===== src/rtl/ifu_prefetch_if.sv =====
// Prefetch queue port bundle: iram read port, redirect and decode handshake.
// master = prefetch queue, slave = iram/decode environment.
interface ifu_prefetch_if;
  logic [31:0] pc_n_o;
  logic        iram_rd_o;
  logic [31:0] pc_i;
  logic [31:0] inst_i;
  logic        jump_i;
  logic [31:0] jump_addr_i;
  logic [31:0] inst_o;
  logic [31:0] inst_pc_o;
  logic        inst_valid_o;
  logic        inst_ready_i;
  logic        ifq_empty_o;

  modport master (
    output pc_n_o, iram_rd_o,
    output inst_o, inst_pc_o,
    output inst_valid_o, ifq_empty_o,
    input  pc_i, inst_i,
    input  jump_i, jump_addr_i,
    input  inst_ready_i
  );

  modport slave (
    input  pc_n_o, iram_rd_o,
    input  inst_o, inst_pc_o,
    input  inst_valid_o, ifq_empty_o,
    output pc_i, inst_i,
    output jump_i, jump_addr_i,
    output inst_ready_i
  );
endinterface


===== src/rtl/ifu_prefetch.sv =====
// Instruction prefetch queue between iram read port and decode.
// IFQ_BYPASS_EN: empty-queue response goes straight to decode.
module ifu_prefetch #(
  parameter logic [31:0] RST_PC     = 32'h0800_0000,
  parameter int          FIFO_DEPTH = 4
) (
  input logic           clk,
  input logic           rst,
  ifu_prefetch_if.master bus
);
  localparam int PW = $clog2(FIFO_DEPTH);
  localparam int CW = PW + 1;
  localparam logic [CW:0] DEPTH_L = (CW+1)'(FIFO_DEPTH);

  logic [31:0]   fetch_pc;
  logic [CW-1:0] count;
  logic [PW-1:0] rd_ptr;
  logic [PW-1:0] wr_ptr;
  logic          inflight;

  logic [31:0] mem_pc   [FIFO_DEPTH];
  logic [31:0] mem_inst [FIFO_DEPTH];

  logic [31:0] tgt;
  logic [CW:0] used;
  logic        issue;
  logic        head_vld;
  logic        resp;
  logic        byp;
  logic        push;
  logic        pop;

  always_comb begin
    tgt      = {bus.jump_addr_i[31:2], 2'b00};
    // Credit uses pre-pop count, so the queue can never overflow
    used     = {1'b0, count} + {{CW{1'b0}}, inflight};
    issue    = !rst && (bus.jump_i || (used < DEPTH_L));
    head_vld = (count != '0);
    resp     = inflight && !bus.jump_i && !rst;
`ifdef IFQ_BYPASS_EN
    byp      = resp && !head_vld;
`else
    byp      = 1'b0;
`endif
    push     = resp && !(byp && bus.inst_ready_i);
    pop      = head_vld && bus.inst_ready_i && !bus.jump_i;

    bus.iram_rd_o    = issue;
    bus.pc_n_o       = rst ? RST_PC : (bus.jump_i ? tgt : fetch_pc);
    bus.ifq_empty_o  = !head_vld;
    bus.inst_valid_o = !rst && !bus.jump_i && (head_vld || byp);
    bus.inst_o       = '0;
    bus.inst_pc_o    = '0;
    if (head_vld) begin
      bus.inst_o    = mem_inst[rd_ptr];
      bus.inst_pc_o = mem_pc[rd_ptr];
    end else if (byp) begin
      bus.inst_o    = bus.inst_i;
      bus.inst_pc_o = bus.pc_i;
    end
  end

  always_ff @(posedge clk) begin
    if (rst) begin
      fetch_pc <= RST_PC;
      count    <= '0;
      rd_ptr   <= '0;
      wr_ptr   <= '0;
      inflight <= 1'b0;
    end else begin
      inflight <= issue;
      if (bus.jump_i) begin
        fetch_pc <= tgt + 32'd4;
        count    <= '0;
        rd_ptr   <= '0;
        wr_ptr   <= '0;
      end else begin
        if (issue)
          fetch_pc <= fetch_pc + 32'd4;
        if (push)
          wr_ptr <= wr_ptr + 1'b1;
        if (pop)
          rd_ptr <= rd_ptr + 1'b1;
        unique case ({push, pop})
          2'b10:   count <= count + 1'b1;
          2'b01:   count <= count - 1'b1;
          default: count <= count;
        endcase
      end
    end
  end

  always_ff @(posedge clk) begin
    if (push) begin
      mem_pc[wr_ptr]   <= bus.pc_i;
      mem_inst[wr_ptr] <= bus.inst_i;
    end
  end
endmodule


===== src/flat_wrapper.sv =====
// flat-port wrapper written by rule: the top's interface ports become plain ports
module ifu_prefetch_flat 
#(
  parameter logic [31:0] RST_PC     = 32'h0800_0000,
  parameter int          FIFO_DEPTH = 4
)
  (clk, rst, bus_pc_n_o, bus_iram_rd_o, bus_inst_o, bus_inst_pc_o, bus_inst_valid_o, bus_ifq_empty_o, bus_pc_i, bus_inst_i, bus_jump_i, bus_jump_addr_i, bus_inst_ready_i);
  ifu_prefetch_if bus_i ();
  input logic clk;
  input logic rst;
  output wire logic [$bits(bus_i.pc_n_o)-1:0] bus_pc_n_o;
  output wire logic [$bits(bus_i.iram_rd_o)-1:0] bus_iram_rd_o;
  output wire logic [$bits(bus_i.inst_o)-1:0] bus_inst_o;
  output wire logic [$bits(bus_i.inst_pc_o)-1:0] bus_inst_pc_o;
  output wire logic [$bits(bus_i.inst_valid_o)-1:0] bus_inst_valid_o;
  output wire logic [$bits(bus_i.ifq_empty_o)-1:0] bus_ifq_empty_o;
  input wire logic [$bits(bus_i.pc_i)-1:0] bus_pc_i;
  input wire logic [$bits(bus_i.inst_i)-1:0] bus_inst_i;
  input wire logic [$bits(bus_i.jump_i)-1:0] bus_jump_i;
  input wire logic [$bits(bus_i.jump_addr_i)-1:0] bus_jump_addr_i;
  input wire logic [$bits(bus_i.inst_ready_i)-1:0] bus_inst_ready_i;
  assign bus_pc_n_o = bus_i.pc_n_o;
  assign bus_iram_rd_o = bus_i.iram_rd_o;
  assign bus_inst_o = bus_i.inst_o;
  assign bus_inst_pc_o = bus_i.inst_pc_o;
  assign bus_inst_valid_o = bus_i.inst_valid_o;
  assign bus_ifq_empty_o = bus_i.ifq_empty_o;
  assign bus_i.pc_i = bus_pc_i;
  assign bus_i.inst_i = bus_inst_i;
  assign bus_i.jump_i = bus_jump_i;
  assign bus_i.jump_addr_i = bus_jump_addr_i;
  assign bus_i.inst_ready_i = bus_inst_ready_i;
  ifu_prefetch #(.RST_PC(RST_PC), .FIFO_DEPTH(FIFO_DEPTH)) u_core (.clk(clk), .rst(rst), .bus(bus_i));
endmodule

===== config.mk =====
export PLATFORM = sky130hd
export DESIGN_NAME = ifu_prefetch_flat
export DESIGN_NICKNAME = d
export VERILOG_FILES = /design/src/rtl/ifu_prefetch_if.sv /design/src/rtl/ifu_prefetch.sv /design/src/flat_wrapper.sv
export SDC_FILE = /design/constraint.sdc
export NUM_CORES = 1
export LEC_CHECK = 0
export ABC_CLOCK_PERIOD_IN_PS = 8300
export CAP_MARGIN = 10
export CORE_ASPECT_RATIO = 2
export CORE_UTILIZATION = 35
export CTS_CLUSTER_DIAMETER = 200
export CTS_CLUSTER_SIZE = 24
export DETAILED_ROUTE_END_ITERATION = 10
export GPL_TIMING_DRIVEN = 0
export PLACE_DENSITY = 0.56
export SETUP_SLACK_MARGIN = 0.5
export SKIP_LAST_GASP = 1
export SYNTH_ARGS = -nofsm -noshare
export SYNTH_HDL_FRONTEND = slang
export SYNTH_SLANG_ARGS = --single-unit

===== constraint.sdc =====
create_clock -name clk -period 8.3 [get_ports clk]
set_clock_uncertainty 0.1 [all_clocks]
set_input_delay 0.83 -clock clk [delete_from_list [all_inputs] [get_ports clk]]
set_output_delay 0.83 -clock clk [all_outputs]
set_load 0.03 [all_outputs]

# ---- Yosys cells after proc, flatten, opt, wreduce, memory -nomap -nowiden
# Memories as Yosys holds them, arrays and structs flattened. A register that Yosys moved wholly into a read port is not among the register bits.
# Index checks and enable logic that the tools add are counted.
dict set report op_classes {
  add_sub_neg 7
  order_cmp 1
  n_eq_ne 2
  muxes 13
  n_reduce_logical 15
}
# operator count
set op_table {}
lappend op_table {{2-to-1 mux 32 bit} 6}
lappend op_table {{adder 32 x 3 -> 32 bit, second input constant} 2}
lappend op_table {{2-to-1 mux 2 bit} 4}
lappend op_table {{logical AND 1 bit} 7}
lappend op_table {{case mux 3 bit (2 select lines)} 1}
lappend op_table {{adder 2 x 1 -> 2 bit, second input constant} 2}
lappend op_table {{adder 3 x 1 -> 4 bit} 1}
lappend op_table {{less-than comparator 4 x 3 -> 1 bit, second input constant} 1}
lappend op_table {{nonzero test 2 bit} 2}
lappend op_table {{adder 3 x 1 -> 3 bit, second input constant} 1}
lappend op_table {{zero test 1 bit} 3}
lappend op_table {{nonzero test 3 bit} 1}
lappend op_table {{subtractor 3 x 1 -> 3 bit, second input constant} 1}
lappend op_table {{== test 2 x 1 -> 1 bit, second input constant} 1}
lappend op_table {{== test 2 bit, second input constant} 1}
lappend op_table {{2-to-1 mux 1 bit} 2}
lappend op_table {{OR reduction 2 bit} 1}
lappend op_table {{logical OR 1 bit} 1}
dict set report totals {
  register_bits 40
  ramBits 256
  output_inout_bits 99
  memories 2
}
# name depth word_bits read_ports rd_ports_with_merged_regs wr line_no
set mem_list {}
lappend mem_list {u_core.mem_inst 4 32 1 1 1 ifu_prefetch.sv:22} ;# logic [31:0] mem_inst [FIFO_DEPTH];
lappend mem_list {u_core.mem_pc 4 32 1 1 1 ifu_prefetch.sv:21} ;# logic [31:0] mem_pc [FIFO_DEPTH];

# ---- Depth between registers and ports, before layout
# Gate-level depths: netlist of run 1.
dict set report depth {
  depth_word 6
  mapped_depth 12
}

# ---- Least setup slack after synthesis of run 1
# OpenSTA, ideal clock, no wires.
dict set report synth_timing {
  path_kind {input port to flip-flop}
  start {input port bus_jump_i}
  end {memory u_core.mem_inst[0][0] (enable)}
  setup_ps 429
  arrival_ps 3291
  required_ps 7771
  path_slack_ps 4480
  path_stages 6
  path_buffers 4
  cell_sequence {buf_2 -> buf_4 -> buf_2 -> buf_2 -> nor2_1 -> and3_1}
}
dict set report synth_between {
  elab_chain_len 5
}
# item line_no
set synth_lines {}
lappend synth_lines {{from (decl)} flat_wrapper.sv:19} ;# input wire logic [$bits(bus_i.jump_i)-1:0] bus_jump_i;
lappend synth_lines {{zero test 1 bit} ifu_prefetch.sv:39} ;# resp = inflight && !bus.jump_i && !rst;
lappend synth_lines {{logical AND 1 bit (2 in a row)} ifu_prefetch.sv:39}
lappend synth_lines {{2-to-1 mux 1 bit} ifu_prefetch.sv:94} ;# if (push) begin
lappend synth_lines {{2-to-1 mux 1 bit (not written as such)} ifu_prefetch.sv:96} ;# mem_inst[wr_ptr] <= bus.inst_i;
lappend synth_lines {{to (decl)} ifu_prefetch.sv:22}
# No other way between the ends.

# ---- Worst setup path in the final report of run 1
dict set report layout_timing {
  start {input port bus_jump_i}
  end {output port bus_inst_valid_o}
}
dict set report layout_between {
  elab_chain_len 3
}
# item line_no
set layout_lines {}
lappend layout_lines {{zero test 1 bit} ifu_prefetch.sv:51} ;# bus.inst_valid_o = !rst && !bus.jump_i && (head_vld || byp);
lappend layout_lines {{logical AND 1 bit (2 in a row)} ifu_prefetch.sv:51}
lappend layout_lines {{to (decl)} flat_wrapper.sv:15} ;# output wire logic [$bits(bus_i.inst_valid_o)-1:0] bus_inst_valid_o;
# No other way between the ends.

==> flow_metrics.py, run 1 <==
metrics = {
    "final_layout": {
        "num-fill-cells": 3218,
        "area_delta_synth_final_pct": 24.6,
        "post_route_cells_drive_above_1_share_pct": 12.7,
        "most-common-layout-cells": "sky130_fd_sc_hd__edfxtp_1, sky130_fd_sc_hd__clkdlybuf4s50_1, sky130_fd_sc_hd__mux4_2, sky130_fd_sc_hd__nor2b_1, sky130_fd_sc_hd__nor2_1",
        "most_common_library_cell_in_the_layout_ignoring_fill_and_taps": "sky130_fd_sc_hd__edfxtp_1",
        "seq_area_mm2": 0.00849,
        "final_nets": 1111,
        "multi_input_comb_area_mm2": 0.00397,
    },
    "worst_setup_path": {
        "critPathSlowestCell": "sky130_fd_sc_hd__clkdlybuf4s50_1",
        "setup.worst_path.class": "primary input to output port",
        "regToRegEndpoint": "u_core.fetch_pc[28]",
        "cpPeakStageDelay_ns": 0.69,
        "critical_path.startpoint_type": "primary input",
        "endpoint": "bus_inst_valid_o",
        "cp_num_buf_inv": 8,
        "critical_path_source": "bus_jump_i",
        "reg2reg_from": "u_core.fetch_pc[6]",
        "reg2regPathDepth": 7,
        "cp_max_fo": 10,
        "worst-endpoint-required_ns": 7.37,
        "cp_cell_sequence": "clkdlybuf4s50_1 -> buf_2 -> buf_4 -> buf_2 -> inv_1 -> clkbuf_1 -> nand2_1 -> clkbuf_1 -> nor2_1 -> clkdlybuf4s50_1",
        "critical_path_stages": 10,
        "critical_path_capture_point_type": "output port",
        "rrSetupSlack_ns": 5.70,
        "timing.critical_path.arrival_ns": 4.40,
        "family_with_the_most_delay_on_the_worst_path": "buffers and inverters",
    },
    "grt": {
        "first_pass_grt_wire_length_um": 47900,
        "overflow": 0,
        "first_global_vias": 8121,
        "grt_usage_pct": 17.6,
        "antenna_violations_before_repair": 3,
        "grt_max_degree": 47,
    },
    "timing": {
        "endpoints_failing_setup": 0,
        "hold_viol_final": 0,
        "fmaxAchievable_mhz": 188,
        "timing.final.crit_share_pct": 64.2,
        "maxSlewHeadroom_pct": 40.9,
        "setup_tns_ns": 0,
        "grt_setup_unrepaired": "no",
        "layout_min_cycle_time_ns": 5.33,
        "fin_ws_ns": 2.97,
        "number_of_max_slew_violations_in_the_final_report": 0,
        "worst_slew_pin_slew_ns": 0.886,
    },
    "power": {
        "cellLeakagePower_nw": 4.92,
        "vdd_drop_max_v": 0.000192,
        "internal-power_mw": 2.14,
        "seq_power_share_pct": 59.9,
        "share_comb_of_total_power_pct": 9.0,
        "power.net_switching_mw": 0.614,
        "sw_frac_of_total_pct": 22.3,
        "pwr_density_cell_mw_per_mm2": 174,
        "totalPowerFinal_mw": 2.76,
        "clock_share_of_power_pct": 31.1,
    },
    "yosys": {
        "post_synth_top_area_cell": "sky130_fd_sc_hd__edfxtp_1",
        "synth_cell_types": 61,
        "synth-seq-cells": 296,
        "syn-cell-area_mm2": 0.0127,
        "yosysWarnings": 0,
        "synth_area_leaders": "sky130_fd_sc_hd__edfxtp_1, sky130_fd_sc_hd__mux4_2, sky130_fd_sc_hd__dfxtp_1",
        "syn_avg_cell_area_um2": 16.1,
        "syn-instance-count": 787,
        "netlist.area_leader.share_pct": 60.6,
        "yosysSeqAreaShare_pct": 66.9,
        "yosys_most_used_dff": "sky130_fd_sc_hd__edfxtp_1",
        "synth-async-reset-ratio_pct": 0,
        "synth-edff-count": 256,
    },
    "place": {
        "dp.final_hpwl_um": 22500,
        "io_buffer_count": 194,
        "pre_cts_slack_ns": 2.94,
        "routabilityCongestion": 0.891,
    },
    "hold_path": {
        "timing.hold.worst.start": "u_core.fetch_pc[21]",
        "worstHoldPathType": "flip-flop to flip-flop",
    },
    "routing": {
        "routed_wire_length_per_instance_um": 21.8,
        "dr_total_vias": 7507,
        "drt_wirelength_um": 31900,
        "detailedRoute.firstPassIterationCount": 5,
        "vias_per_cell": 5.12,
        "final_antenna_net_count": 0,
        "detail_route.iter0.violations": 331,
        "post-route-drc-count": 0,
    },
    "die": {
        "floorplan.core_area_mm2": 0.0357,
        "dieWidth_um": 137,
        "die_boundary_height_um": 271,
        "std_cell_rows": 98,
        "starting_utilization_of_the_core_area_pct": 35.6,
        "die_area_mm2": 0.0371,
        "io-pin-count": 199,
    },
    "clock_tree": {
        "h-tree-depth": 1,
        "cts_root_buffer": "sky130_fd_sc_hd__clkbuf_16",
        "cts_setup_buffers": 0,
        "numClockSinks": 296,
        "insertion_delay_ns": 0.51,
        "total_of_hold_buffers_inserted_after_clock_tree_synthesis": 0,
        "cts_buffer_depth": 3,
        "numCtsBuffers": 16,
        "cts-resized-gates": 0,
        "clock_tree_from_tritoncts": "yes",
        "cts.reportedPaths.clkPinSlew_ns": 0.10,
    },
    "flow_run": {
        "max_cap_check_violation_count": 0,
    },
    "status": {
        "run_status": "complete, no violations",
    },
}
power by group through the flow:
stage,sequential [mW],clock (mW),combinational [mW]
CTS,1.65,0.896,0.252
global route,1.65,0.944,0.266
detailed placement,1.68,0,0.250
floorplan,1.68,0,0.123
global placement,1.69,0,0.246
finish,1.65,0.857,0.249
state kept, by name, summed over array words and instances, names as in the netlist, named ones only:
register / count
u_core.mem_inst: 128
u_core.mem_pc: 128
u_core.fetch_pc: 30
u_core.count: 3
u_core.rd_ptr: 2
u_core.wr_ptr: 2
u_core.inflight: 1
tightest hold or removal path, stage by stage (launching register included):
cell                      delay, ns
sky130_fd_sc_hd__dfxtp_1       0.32
sky130_fd_sc_hd__nand2_1       0.05
sky130_fd_sc_hd__a21oi_1       0.05
layer usage:
layer / up-vias / wire, µm / track usage [%] / part of all wire (%)
met5: - / 0 / 0 / 0
met4: 0 / 1050 / 7.46 / 3.3
met3: 57 / 1540 / 3.08 / 4.8
met2: 210 / 18600 / 34.4 / 58
met1: 3804 / 10800 / 17.5 / 34
li1: 3436 / - / - / -
cells in the mapped netlist, types with 2 or more instances:
cell,instances
sky130_fd_sc_hd__edfxtp_1,256
sky130_fd_sc_hd__mux4_2,64
sky130_fd_sc_hd__nor2b_1,64
sky130_fd_sc_hd__nor2_1,52
sky130_fd_sc_hd__dfxtp_1,40
sky130_fd_sc_hd__nand2_1,35
sky130_fd_sc_hd__mux2i_1,26
sky130_fd_sc_hd__xnor2_1,26
sky130_fd_sc_hd__clkbuf_1,22
sky130_fd_sc_hd__nand3_1,19
sky130_fd_sc_hd__xor2_1,17
sky130_fd_sc_hd__a21oi_1,13
sky130_fd_sc_hd__a211oi_1,12
sky130_fd_sc_hd__nor3_1,12
sky130_fd_sc_hd__buf_2,11
sky130_fd_sc_hd__inv_1,9
sky130_fd_sc_hd__and3_1,7
sky130_fd_sc_hd__buf_1,7
sky130_fd_sc_hd__o21ai_0,7
sky130_fd_sc_hd__o22ai_1,7
sky130_fd_sc_hd__ha_1,6
sky130_fd_sc_hd__nand4_1,6
sky130_fd_sc_hd__and2_1,5
sky130_fd_sc_hd__buf_4,4
sky130_fd_sc_hd__mux2_2,4
sky130_fd_sc_hd__nand3b_1,4
sky130_fd_sc_hd__a21o_1,3
sky130_fd_sc_hd__a31oi_1,3
sky130_fd_sc_hd__nand2b_1,3
sky130_fd_sc_hd__nor3_2,3
sky130_fd_sc_hd__o21a_1,3
sky130_fd_sc_hd__or3_1,3
sky130_fd_sc_hd__buf_6,2
sky130_fd_sc_hd__nor3b_1,2
sky130_fd_sc_hd__nor4_1,2
sky130_fd_sc_hd__nor4b_2,2
sky130_fd_sc_hd__o31ai_1,2
area by class of cell:
| type | count | share of cell area, % |
|---|---|---|
| repair buffers | 198 | 13.0 |
| diodes | 3 | 0.0475 |
| inverters | 9 | 0.214 |
| clock buffers | 27 | 2.93 |
| multi-input cells | 437 | 25.1 |
| well taps | 450 | 3.56 |
| clock inverters | 1 | 0.103 |
| plain buffers | 46 | 1.37 |
| flip-flops and latches | 296 | 53.7 |
worst min-delay path by stage:
stage	end	slack [ns]	cells after the start
final	u_core.fetch_pc[21]	0.37	2
after global routing	u_core.fetch_pc[21]	0.39	2
after CTS	u_core.fetch_pc[28]	0.36	2
after detailed placement	u_core.fetch_pc[28]	0.35	2
after global placement	u_core.fetch_pc[28]	0.34	2
after floorplan	u_core.fetch_pc[21]	0.33	2
through the flow:
stage          instances  utilization, %  hold slack, ns  instance area (µm²)
2_1_floorplan        788               -           0.331                12700
3_3_place_gp        1432            42.6           0.343                15200
3_5_place_dp        1436            43.0           0.346                15300
4_1_cts             1464            44.3           0.363                15800
5_1_grt             1467            44.3           0.390                15800
6_report            1467            44.3           0.366                15800
logic make-up (layout without fill, tap and decap cells):
group	after synthesis	in the layout	share of synthesized area, %
XOR/XNOR	43	43	2.97
adder cells (fa/ha/maj)	7	7	0.749
flip-flops	296	296	66.9
AND/OR/NAND/NOR	232	232	10.3
other	1	5	0.0296
multiplexers	94	94	13.8
buffers and inverters	55	281	1.97
AO/OA/AOI/OAI	59	59	3.32
Note: power is estimated with default switching activity, not from simulation.
==> run 2, diff against run 1 <==
--- a/config.mk
+++ b/config.mk
@@ -5,7 +5,7 @@
 export SDC_FILE = /design/constraint.sdc
 export NUM_CORES = 1
 export LEC_CHECK = 0
-export ABC_CLOCK_PERIOD_IN_PS = 8300
+export ABC_CLOCK_PERIOD_IN_PS = 4850
 export CAP_MARGIN = 10
 export CORE_ASPECT_RATIO = 2
 export CORE_UTILIZATION = 35
@@ -13,7 +13,7 @@
 export CTS_CLUSTER_SIZE = 24
 export DETAILED_ROUTE_END_ITERATION = 10
 export GPL_TIMING_DRIVEN = 0
-export PLACE_DENSITY = 0.56
+export PLACE_DENSITY = 0.58
 export SETUP_SLACK_MARGIN = 0.5
 export SKIP_LAST_GASP = 1
 export SYNTH_ARGS = -nofsm -noshare
==> constraint.sdc (replaced) <==
create_clock -name clk -period 4.85 [get_ports clk]
set_clock_uncertainty 0.1 [all_clocks]
set_input_delay 0.485 -clock clk [delete_from_list [all_inputs] [get_ports clk]]
set_output_delay 0.485 -clock clk [all_outputs]
set_load 0.03 [all_outputs]
==> run 2 against run 1 <==
Count of clock-buffer cells in the layout did not move. Sequential cell count did not move. Largest cell class unchanged. Largest power group unchanged. Worst hold slack got worse by 0.0058 ns. Power rose by 71%. Sequential power rose by 71%. Critical path type unchanged. Cell count fell by 0.14%. Global-route usage fell by 0.30 points.
==> flow_metrics.py, run 2 (synthesized netlist as in run 1, its figures left out) <==
metrics = {
    "place": {
        "io_buffer_count": 194,
        "dp.final_hpwl_um": 21800,
        "routabilityCongestion": 0.876,
    },
    "timing": {
        "hold_viol_final": 0,
        "timing.final.crit_share_pct": 86.8,
        "grt_setup_unrepaired": "no",
        "number_of_max_slew_violations_in_the_final_report": 0,
        "layout_min_cycle_time_ns": 4.21,
        "maxSlewHeadroom_pct": 38.4,
        "fmaxAchievable_mhz": 238,
        "worst_slew_pin_slew_ns": 0.923,
        "endpoints_failing_setup": 0,
        "setup_tns_ns": 0,
    },
    "clock_tree": {
        "total_of_hold_buffers_inserted_after_clock_tree_synthesis": 0,
        "cts.reportedPaths.clkPinSlew_ns": 0.11,
        "numClockSinks": 296,
        "clock_tree_from_tritoncts": "yes",
        "cts_setup_buffers": 0,
        "cts_root_buffer": "sky130_fd_sc_hd__clkbuf_16",
        "cts_buffer_depth": 3,
        "insertion_delay_ns": 0.52,
        "numCtsBuffers": 16,
        "h-tree-depth": 1,
    },
    "die": {
        "dieWidth_um": 137,
        "std_cell_rows": 98,
        "floorplan.core_area_mm2": 0.0357,
        "die_area_mm2": 0.0371,
        "die_boundary_height_um": 271,
        "starting_utilization_of_the_core_area_pct": 35.6,
        "io-pin-count": 199,
    },
    "routing": {
        "vias_per_cell": 5.09,
        "post-route-drc-count": 0,
        "routed_wire_length_per_instance_um": 21.4,
        "dr_total_vias": 7450,
        "drt_wirelength_um": 31400,
        "final_antenna_net_count": 0,
        "detailedRoute.firstPassIterationCount": 5,
        "detail_route.iter0.violations": 257,
    },
    "status": {
        "run_status": "complete, no violations",
    },
    "grt": {
        "first_global_vias": 8135,
        "overflow": 0,
        "grt_usage_pct": 17.3,
        "first_pass_grt_wire_length_um": 47300,
        "antenna_violations_before_repair": 1,
        "grt_max_degree": 38,
    },
    "worst_setup_path": {
        "critical_path.startpoint_type": "primary input",
        "critical_path_capture_point_type": "output port",
        "cp_cell_sequence": "clkdlybuf4s50_1 -> buf_2 -> buf_4 -> buf_2 -> inv_1 -> clkbuf_2 -> nand2_1 -> clkbuf_4 -> nor2_1 -> clkdlybuf4s50_1",
        "critPathSlowestCell": "sky130_fd_sc_hd__clkdlybuf4s50_1",
        "timing.critical_path.arrival_ns": 3.62,
        "worst-endpoint-required_ns": 4.26,
        "cp_max_fo": 10,
        "cpPeakStageDelay_ns": 0.61,
        "setup.worst_path.class": "primary input to output port",
    },
    "final_layout": {
        "post_route_cells_drive_above_1_share_pct": 12.9,
        "most_common_library_cell_in_the_layout_ignoring_fill_and_taps": "sky130_fd_sc_hd__edfxtp_1",
        "reg.largest.list": "u_core.mem_inst x128, u_core.mem_pc x128, u_core.fetch_pc x30",
        "most-common-layout-cells": "sky130_fd_sc_hd__edfxtp_1, sky130_fd_sc_hd__clkdlybuf4s50_1, sky130_fd_sc_hd__mux4_2, sky130_fd_sc_hd__nor2b_1, sky130_fd_sc_hd__nor2_1",
        "area_delta_synth_final_pct": 24.6,
        "final_nets": 1111,
        "num-fill-cells": 3216,
    },
    "power": {
        "pwr_density_cell_mw_per_mm2": 298,
        "cellLeakagePower_nw": 4.92,
        "totalPowerFinal_mw": 4.71,
        "vdd_drop_max_v": 0.000353,
    },
    "hold_path": {
        "worstHoldPathType": "flip-flop to flip-flop",
    },
    "flow_run": {
        "max_cap_check_violation_count": 0,
    },
}
## run 2: area by class of cell
class                   count  area (µm²)  share of cell area, %
clock inverters             1        16.3                  0.103
clock buffers              27         463                   2.93
flip-flops and latches    296        8490                   53.7
multi-input cells         437        3970                   25.1
diodes                      1        2.50                 0.0158
plain buffers              46         221                   1.40
repair buffers            198        2050                   13.0
well taps                 450         563                   3.56
inverters                   9        33.8                  0.214
## run 2: critical path: cells and delay by family
| family | cells | cell delay [ns] |
|---|---|---|
| buffers and inverters | 8 | 2.79 |
| AND/OR/NAND/NOR | 2 | 0.33 |
## run 2: per-stage QoR
stage	util, %	hold WS [ns]	area [µm²]	worst slack [ns]	instances
floorplan	-	0.331	12700	1.38	788
global placement	42.6	0.343	15200	-0.930	1432
detailed placement	43.0	0.346	15300	0.301	1436
CTS	44.3	0.362	15800	0.556	1464
global route	44.3	0.383	15800	0.515	1465
finish	44.3	0.360	15800	0.640	1465
## run 2: worst paths after layout
path / endpoint / depth (start not counted) / slack (ns) / startpoint
worst max-delay path: bus_inst_valid_o / 10 / 0.64 / bus_jump_i
worst min register to register: u_core.fetch_pc[21] / 2 / 0.36 / u_core.fetch_pc[21]
worst max register to register: u_core.fetch_pc[28] / 7 / 2.28 / u_core.fetch_pc[5]
worst min-delay path: u_core.fetch_pc[21] / 2 / 0.36 / u_core.fetch_pc[21]
## run 2: report_power, final
group          internal, mW  leakage, nW  switching (mW)
Combinational         0.194         2.05           0.229
Clock                 0.669        0.229           0.790
Sequential             2.80         2.64          0.0214
## run 2: routing by layer
layer  vias up  track usage, %  part of all wire (%)
li1       3438               -                     -
met2       223            34.0                    58
met3        53            2.63                   4.8
met5         -               0                     0
met1      3736            17.1                    34
met4         0            7.89                   3.8
## run 2: timing repair
| action | in CTS | in global routing |
|---|---|---|
| resized for setup | 2 | 2 |
| hold endpoints to repair | 0 | 0 |
| endpoints found under the setup margin | 1 | 1 |
